File: config.mk
export PLATFORM = sky130hd
export DESIGN_NAME = fetch_unit_flat
export DESIGN_NICKNAME = d
export VERILOG_FILES = /design/src/rtl/fetch_unit_if.sv /design/src/rtl/fetch_unit.sv /design/src/flat_wrapper.sv
export SDC_FILE = /design/constraint.sdc
export NUM_CORES = 1
export LEC_CHECK = 0
export ABC_AREA = 1
export ABC_CLOCK_PERIOD_IN_PS = 4190
export BUFFER_PORTS_ARGS = -buffer_cell sky130_fd_sc_hd__buf_4
export CORE_MARGIN = 2
export CORE_UTILIZATION = 57
export CTS_BUF_LIST = sky130_fd_sc_hd__clkbuf_8
export DETAILED_ROUTE_END_ITERATION = 16
export PLACE_DENSITY = 0.95
export SLEW_MARGIN = 20
export SYNTH_ARGS = -nofsm -noshare
export SYNTH_HDL_FRONTEND = slang
export SYNTH_SLANG_ARGS = --single-unit
File: constraint.sdc
create_clock -name Clk -period 4.19 [get_ports Clk]
set_input_delay 0.2095 -clock Clk [delete_from_list [all_inputs] [get_ports Clk]]
set_output_delay 0.2095 -clock Clk [all_outputs]
set_load 0.03 [all_outputs]
File: src/rtl/fetch_unit_if.sv
// Bus between the fetch unit and its surroundings: start request, decoder
// controls, and the PC/status outputs toward the instruction ROM and testbench.
interface fetch_unit_if #(
    parameter int PW = 10,
    parameter int OW = 5,
    parameter int CW = 16
);
    // Start is a level request with no ready: while it is high the unit keeps
    // reloading StartAddr. Ack is a level status that stays high from the halt
    // edge until the next Start or Reset. Neither side waits on the other.
    logic          Start;
    logic [PW-1:0] StartAddr;
    logic          BranchEn;
    logic          BranchOnFlag;
    logic          Done;
    logic          EqFlag;
    logic [OW-1:0] Offset;
    logic [PW-1:0] ProgCtr;
    logic          Running;
    logic          Ack;
    logic [CW-1:0] InstCount;
    logic [1:0]    dbg_state;

    modport master (
        input  Start, StartAddr, BranchEn, BranchOnFlag, Done, EqFlag, Offset,
        output ProgCtr, Running, Ack, InstCount, dbg_state
    );

    modport slave (
        output Start, StartAddr, BranchEn, BranchOnFlag, Done, EqFlag, Offset,
        input  ProgCtr, Running, Ack, InstCount, dbg_state
    );
endinterface

File: src/rtl/fetch_unit.sv
// Program counter and start/run/halt sequencer feeding the instruction ROM.
// Advances sequentially or by a signed relative offset on a taken branch.
module fetch_unit #(
    parameter int PW = 10,
    parameter int OW = 5,
    parameter int CW = 16
) (
    input  logic         Clk,
    input  logic         Reset,
    fetch_unit_if.master bus
);

    typedef enum logic [1:0] {
        IDLE = 2'd0,
        LOAD = 2'd1,
        RUN  = 2'd2,
        HALT = 2'd3
    } state_t;

    state_t        state_q, state_d;
    logic [PW-1:0] pc_q, pc_d;
    logic [CW-1:0] cnt_q, cnt_d;

    logic          taken;
    logic [PW-1:0] offset_sext;
    logic [CW-1:0] cnt_inc;

    assign taken       = bus.BranchEn & (bus.BranchOnFlag ? bus.EqFlag : ~bus.EqFlag);
    assign offset_sext = {{(PW-OW){bus.Offset[OW-1]}}, bus.Offset};
    // Retired-instruction count sticks at all-ones instead of wrapping.
    assign cnt_inc     = (cnt_q == {CW{1'b1}}) ? cnt_q : cnt_q + CW'(1);

    always_comb begin
        state_d = state_q;
        pc_d    = pc_q;
        cnt_d   = cnt_q;
        if (bus.Start) begin
            state_d = LOAD;
            pc_d    = bus.StartAddr;
            cnt_d   = '0;
        end else begin
            case (state_q)
                LOAD: state_d = RUN;
                RUN: begin
                    cnt_d = cnt_inc;
                    if (bus.Done) begin
                        state_d = HALT;
                    end else if (taken) begin
                        pc_d = pc_q + offset_sext;
                    end else begin
                        pc_d = pc_q + PW'(1);
                    end
                end
                default: ;
            endcase
        end
    end

    always_ff @(posedge Clk or posedge Reset) begin
        if (Reset) begin
            state_q <= IDLE;
            pc_q    <= '0;
            cnt_q   <= '0;
        end else begin
            state_q <= state_d;
            pc_q    <= pc_d;
            cnt_q   <= cnt_d;
        end
    end

    assign bus.ProgCtr   = pc_q;
    assign bus.InstCount = cnt_q;
    assign bus.Running   = (state_q == RUN);
    assign bus.Ack       = (state_q == HALT);
    assign bus.dbg_state = state_q;

endmodule

File: src/flat_wrapper.sv
// flat-port wrapper written by rule: the top's interface ports become plain ports
module fetch_unit_flat 
#(
    parameter int PW = 10,
    parameter int OW = 5,
    parameter int CW = 16
)
  (Clk, Reset, bus_Start, bus_StartAddr, bus_BranchEn, bus_BranchOnFlag, bus_Done, bus_EqFlag, bus_Offset, bus_ProgCtr, bus_Running, bus_Ack, bus_InstCount, bus_dbg_state);
  fetch_unit_if #(.PW(PW), .OW(OW), .CW(CW)) bus_i ();
  input  logic Clk;
  input  logic Reset;
  input wire logic [$bits(bus_i.Start)-1:0] bus_Start;
  input wire logic [$bits(bus_i.StartAddr)-1:0] bus_StartAddr;
  input wire logic [$bits(bus_i.BranchEn)-1:0] bus_BranchEn;
  input wire logic [$bits(bus_i.BranchOnFlag)-1:0] bus_BranchOnFlag;
  input wire logic [$bits(bus_i.Done)-1:0] bus_Done;
  input wire logic [$bits(bus_i.EqFlag)-1:0] bus_EqFlag;
  input wire logic [$bits(bus_i.Offset)-1:0] bus_Offset;
  output wire logic [$bits(bus_i.ProgCtr)-1:0] bus_ProgCtr;
  output wire logic [$bits(bus_i.Running)-1:0] bus_Running;
  output wire logic [$bits(bus_i.Ack)-1:0] bus_Ack;
  output wire logic [$bits(bus_i.InstCount)-1:0] bus_InstCount;
  output wire logic [$bits(bus_i.dbg_state)-1:0] bus_dbg_state;
  assign bus_i.Start = bus_Start;
  assign bus_i.StartAddr = bus_StartAddr;
  assign bus_i.BranchEn = bus_BranchEn;
  assign bus_i.BranchOnFlag = bus_BranchOnFlag;
  assign bus_i.Done = bus_Done;
  assign bus_i.EqFlag = bus_EqFlag;
  assign bus_i.Offset = bus_Offset;
  assign bus_ProgCtr = bus_i.ProgCtr;
  assign bus_Running = bus_i.Running;
  assign bus_Ack = bus_i.Ack;
  assign bus_InstCount = bus_i.InstCount;
  assign bus_dbg_state = bus_i.dbg_state;
  fetch_unit #(.PW(PW), .OW(OW), .CW(CW)) u_core (.Clk(Clk), .Reset(Reset), .bus(bus_i));
endmodule
==> metrics.yaml, run 1 <==
rsz0062_at_grt: "false"
synth_area_per_cell_um2: 6.999
antenna_found_initial: 0
hold_viol: 1
cts_setup_buffers: 0
end_kind: "flip-flop"
nets: 358
period_share_pct: 51.07
max_slew_margin_pct: 59.02
power.switching_mw: 0.2339
cp-startpoint: "bus_EqFlag"
nFillCells: 297
grt_usage_pct: 24.83
fin_hold_ws_ns: -0.002219
fin_area_um2: 2417
hold_path.class: "in -> async"
tns_ns: 0
grt_use_met2_pct: 44.49
clk_path_buf_depth: 2
ir_drop_v: 0.0002327
cts_resized: 0
synth_seq_area_share_pct: 36.01
crit_type: "in -> reg"
p_sw_share_pct: 34.31
skew_ns: 0.002598
coreArea_um2: 3311
synth-seq-cells: 28
clock.fmax_mhz: 467.4
worst_slew_pin_slew_ns: 0.6139
area_growth_pct: 24.24
wl_per_cell_um: 12.36
htreeDepth: 1
antenna_cells: 0
clock_sinks: 28
p_int_mw: 0.4478
grt-ovfl-total: 0
status: "complete, but fails checks"
dieArea_um2: 3897
synthesis.nets: 306
grt_pass1_vias: 1901
timing.rr.start: "u_core.bus.InstCount[0]"
pin_count: 52
worstSkewPairLatency_ns: 0.28
die_w_um: 62.43
setup_viol: 0
synth_warnings: 0
synthArstFlopShare_pct: 100.0
synth_area_leaders: "dfrtp_1 36%, nand2_1 16%, inv_1 7.7%"
worstRegToRegCells: 12
grt_busiest_layer: "met2"
netlist_instances: 278
p_leak_nw: 1.251
worstPathRequired_ns: 4.41
numCtsBuffers: 3
drive_gt1_share_pct: 20.97
drc_errors: 0
tritoncts: "yes"
drv_slew: 0
gr-usage-met1_pct: 30.34
place.gp.congestion: 0.9201
p_per_area_nw_per_um2: 282.0
violations: "negative hold slack"
holdBufCountCts: 0
power_frac_clock_pct: 25.3
drtPass1Iterations: 4
drv_cap: 0
period_needed_ns: 2.140
num_vias: 2041
initialDrtViolationCount: 156
power_frac_comb_pct: 29.4
die_h_um: 62.43
cts_root_buf: "clkbuf_8"
worstPathArrival_ns: 2.36
grt_max_degree: 29
synthTopCellsByCount: "82 x nand2_1, 40 x inv_1, 28 x dfrtp_1"
via_per_inst: 5.443
io_buffers: 51
synth_edf_count: 0
crit_fanout: 5
grt_pass1_wl_um: 7962
rows: 21
worstSetupStartpointType: "input port"
place_area_um2: 2362
dp.final_hpwl_um: 3468
postRouteWirelength_um: 4636
seq_power_share_pct: 45.3
start_util_pct: 58.77
power_mw: 0.6816
post-synth-top-area-cell: "dfrtp_1"
netlist_area_um2: 1946
synth_most_common_cell: "nand2_1"
synthFlopType: "dfrtp_1"
synth_cell_type_count: 33
synth.top_cell.area_share_pct: 36.01
grt.met3_usage_pct: 4.324
clkSlewWorstSetupHoldPaths_ns: 0.10
ant_nets: 0
## critical path, cell delays in order
cell and delay, ns:
buf_4 0.11, inv_1 0.04, nand2_1 0.05, nand2_1 0.14, nand2_1 0.13, or2_2 0.30
ha_1 0.21, fa_1 0.40, a31oi_1 0.23, inv_1 0.09, nand3_1 0.14, o21ai_0 0.09
nand2_1 0.06, nand3_1 0.07, nand3_1 0.08
## worst paths after layout
path / to / slack (ns)
max: u_core.bus.ProgCtr[6] / 2.05
min: u_core.bus.InstCount[6] / -0.002
max reg2reg: u_core.bus.InstCount[6] / 2.26
max in group asynchronous: u_core.bus.InstCount[4] / 3.79
min reg2reg: u_core.bus.InstCount[1] / 0.55
min in group Clk: u_core.bus.ProgCtr[6] / 0.15
## logic make-up (layout without fill, tap and decap cells)
kind of cell / Yosys count / in the layout / share of synthesized area (%)
xor+xnor: 5 / 5 / 2.251
flops: 28 / 28 / 36.01
simple gates: 154 / 154 / 35.76
buf+inv: 45 / 96 / 9.131
fa+ha+maj: 6 / 6 / 4.244
compound gates: 40 / 40 / 12.60
## through the flow
step	std cells	util [%]	setup WS, ns
floorplan	278	-	2.124
global placement	371	71.35	1.859
detailed placement	371	71.35	1.751
CTS	375	73.02	2.045
global route	375	73.02	1.839
finish	375	73.02	2.050
## per-layer routing
layer	up-vias	wire (µm)
li1	1010	-
met1	938	1934
met2	86	2304
met3	7	355
met4	0	41
met5	-	0
## registers in the layout, summed over array words and instances (netlist names)
name                  count
u_core.bus.InstCount     16
u_core.bus.ProgCtr       10
u_core.bus.dbg_state      2
## layout make-up
cell class | count | area [µm²] | area share (%)
inverter | 41 | 153.9 | 6.366
multi-input combinational | 205 | 1067 | 44.15
sequential | 28 | 700.7 | 28.99
tap | 46 | 57.56 | 2.381
clock buffer | 4 | 55.05 | 2.277
timing repair buffer | 51 | 382.9 | 15.84
## power by group through the flow
stage / Sequential, mW / Clock, mW / Combinational (mW)
CTS: 0.308 / 0.173 / 0.201
global route: 0.312 / 0.184 / 0.224
detailed placement: 0.313 / 0 / 0.200
global placement: 0.313 / 0 / 0.196
floorplan: 0.345 / 0 / 0.0989
finish: 0.308 / 0.173 / 0.201
## cells in the final DEF, fill, tap and decap left out
cell      Yosys  layout
nand4_1       7       7
nor4b_1       1       1
and3_1        1       1
ha_1          5       5
fa_1          1       1
dfrtp_1      28      28
nor2_4        1       1
nand2_2       1       1
xor2_1        5       5
inv_1        40      39
o41ai_1       2       2
nand3_1      23      23
or2_2         3       3
o21ai_0      16      16
a21oi_2       1       1
o221ai_1      1       1
nor2_2        2       2
clkinv_1      1       1
o211ai_1      3       3
a22o_1        1       1
o21a_1        2       2
nand2_4       2       2
buf_4         0      51
nor2_1       24      24
nor3_1        3       3
nand3_2       3       3
a21oi_1       6       6
nand2_1      82      82
o31ai_1       3       3
a31oi_1       5       5
nor3b_1       1       1
inv_2         0       1
clkbuf_8      0       4
Note: power is estimated with default switching activity, not from simulation.
==> inputs of run 2 (changes only) <==
--- a/config.mk
+++ b/config.mk
@@ -6,13 +6,13 @@
 export NUM_CORES = 1
 export LEC_CHECK = 0
 export ABC_AREA = 1
-export ABC_CLOCK_PERIOD_IN_PS = 4190
+export ABC_CLOCK_PERIOD_IN_PS = 2200
 export BUFFER_PORTS_ARGS = -buffer_cell sky130_fd_sc_hd__buf_4
 export CORE_MARGIN = 2
-export CORE_UTILIZATION = 57
+export CORE_UTILIZATION = 55
 export CTS_BUF_LIST = sky130_fd_sc_hd__clkbuf_8
 export DETAILED_ROUTE_END_ITERATION = 16
-export PLACE_DENSITY = 0.95
+export PLACE_DENSITY = 0.93
 export SLEW_MARGIN = 20
 export SYNTH_ARGS = -nofsm -noshare
 export SYNTH_HDL_FRONTEND = slang
==> constraint.sdc (replaced) <==
create_clock -name Clk -period 2.2 [get_ports Clk]
set_input_delay 0.11 -clock Clk [delete_from_list [all_inputs] [get_ports Clk]]
set_output_delay 0.11 -clock Clk [all_outputs]
set_load 0.03 [all_outputs]
==> run 2 against run 1 <==
Effect of this change: the flow now finishes without violations; clock power up 62%; first-iteration DRC count decreased by 28%; sequential share of layout area is 0.40 points lower; global-route usage increased by 0.62 points; critical path depth unchanged; die area increased by 3.4%; clock-buffer cell count decreased by 1; via count fell by 1.3%; register-to-register slack got worse by 2.0 ns; power up 85%; flip-flop and latch count is the same; design area is 1.4% higher.
==> metrics.yaml, run 2 (same netlist as run 1, synthesis figures left out) <==
ant_nets: 0
post-place-ws_ns: -0.03293
slowest_stage: "fa_1"
max_slew_margin_pct: 67.76
worstPathRequired_ns: 2.41
coreArea_um2: 3363
skew_ns: 0.001872
crit_path_max_incr_delay_ns: 0.41
num_vias: 2015
gr-usage-met1_pct: 31.68
hold_viol: 0
cp_cell_sequence: "buf_4, inv_1, nand2_1, nand2_1, nand2_1, or2_2, ha_1, fa_1, a31oi_1, inv_1, nand3_1, o21ai_0, nand2_1, nand3_1, nand3_1"
antenna_found_initial: 0
period_share_pct: 90.07
grt.met3_usage_pct: 2.679
die_w_um: 63.48
dieArea_um2: 4029
rows: 21
clkSlewWorstSetupHoldPaths_ns: 0.09
drtPass1Iterations: 4
fin_util_pct: 72.88
end_kind: "flip-flop"
critPathTopFamily: "simple AND/OR/NAND/NOR gates"
timing.rr.start: "u_core.bus.ProgCtr[0]"
path_buf_inv: 3
grt_pass1_wl_um: 8238
worst_slew_pin_slew_ns: 0.4818
drv_cap: 0
worstRegToRegCells: 9
numCtsBuffers: 3
cts_root_buf: "clkbuf_8"
cts_setup_buffers: 0
area_growth_pct: 25.98
antenna_cells: 0
min-delay-start: "bus_StartAddr[4]"
crit_fanout: 3
ff2ff_setup_slack_ns: 0.26
drc_errors: 0
tns_ns: 0
finalWorstSetupSlack_ns: 0.2184
hold_end: "u_core.bus.ProgCtr[4]"
grt_max_degree: 29
htreeDepth: 1
period_needed_ns: 1.982
place.gp.congestion: 0.9411
p_per_area_nw_per_um2: 515.8
power_mw: 1.264
clk_path_buf_depth: 2
worstSetupStartpointType: "input port"
clock.fmax_mhz: 504.6
dp.final_hpwl_um: 3536
largest_reg_flops: 16
status: "complete, no violations"
grt_busiest_layer: "met2"
worstSkewPairLatency_ns: 0.27
drv_slew: 0
ff_latch_area_um2: 700.7
nFillCells: 292
initialDrtViolationCount: 112
p_leak_nw: 1.272
worstReg2RegEnd: "u_core.bus.ProgCtr[6]"
drive_gt1_share_pct: 21.56
hold_path.class: "in -> reg"
via_per_inst: 5.303
start_util_pct: 57.85
pin_count: 52
final_common_cell: "nand2_1"
postRouteWirelength_um: 4733
tritoncts: "yes"
wl_per_cell_um: 12.46
die_h_um: 63.48
worstPathArrival_ns: 2.20
rsz0062_at_grt: "false"
grt_usage_pct: 25.45
ir_drop_v: 0.0003480
grt_pass1_vias: 1904
clock_sinks: 28
setup_viol: 0
nets: 364
path_common_cell: "nand2_1"
grt_use_met2_pct: 46.05
multiInputGateArea_um2: 1067
grt-ovfl-total: 0
min_path_cells: 3
io_buffers: 51
final_cell_mix: "82 x nand2_1, 56 x buf_4, 40 x inv_1"
crit_type: "in -> reg"
[run 2: cell types whose count changed in the layout (fill, tap and decap cells not counted), sizes merged]
| cell | before | now |
|---|---|---|
| buf | 51 | 56 |
| clkbuf | 4 | 3 |
| dlygate4sd3 | 0 | 1 |
[run 2: worst register-to-register path, stage by stage, from the launching register on]
cell     delay (ns)
dfrtp_1        0.42
ha_1           0.24
fa_1           0.41
a31oi_1        0.28
inv_1          0.10
nand3_1        0.14
o21ai_0        0.09
nand2_1        0.06
nand3_1        0.07
nand3_1        0.08
[run 2: area by class of cell]
cell class / count / area share (%)
clock buffer: 3 / 1.685
tap: 46 / 2.348
sequential: 28 / 28.59
inverter: 41 / 6.279
multi-input combinational: 205 / 43.54
timing repair buffer: 57 / 17.56
[run 2: power breakdown]
part / switching (mW) / internal (mW)
clock: 0.158 / 0.123
combinational: 0.240 / 0.153
sequential: 0.0424 / 0.547
total: 0.440 / 0.824
[run 2: timing repair]
item,4_1_cts,5_1_grt
endpoints found under the setup margin,0,0
hold buffers,1,0
gates resized for setup,0,0
hold endpoints to repair,28,0
[run 2: metrics by stage]
| stage | cell area, µm² | std cells | hold slack (ns) |
|---|---|---|---|
| finish | 2451 | 380 | 0.06565 |
| CTS | 2451 | 380 | 0.06878 |
| global route | 2451 | 380 | 0.06850 |
| floorplan | 1946 | 278 | 0.1754 |
| detailed placement | 2400 | 376 | 0.2139 |
| global placement | 2400 | 376 | 0.2045 |
[run 2: worst max path at each step]
stage | startpoint | endpoint | slack [ns] | cells after the start
CTS | bus_EqFlag | u_core.bus.ProgCtr[6] | 0.25 | 15
global placement | bus_EqFlag | u_core.bus.ProgCtr[6] | 0.09 | 15
finish | bus_EqFlag | u_core.bus.ProgCtr[6] | 0.22 | 15
detailed placement | bus_EqFlag | u_core.bus.ProgCtr[6] | -0.03 | 15
global route | bus_EqFlag | u_core.bus.ProgCtr[6] | 0.01 | 15
floorplan | bus_EqFlag | u_core.bus.ProgCtr[6] | 0.23 | 14
[run 2: layer usage]
metal	part of all wire (%)	vias up	wire length (µm)
met5	0	-	0
met2	50	63	2387
met1	44	928	2074
li1	-	1018	-
met3	4.6	6	218
met4	1.1	0	53
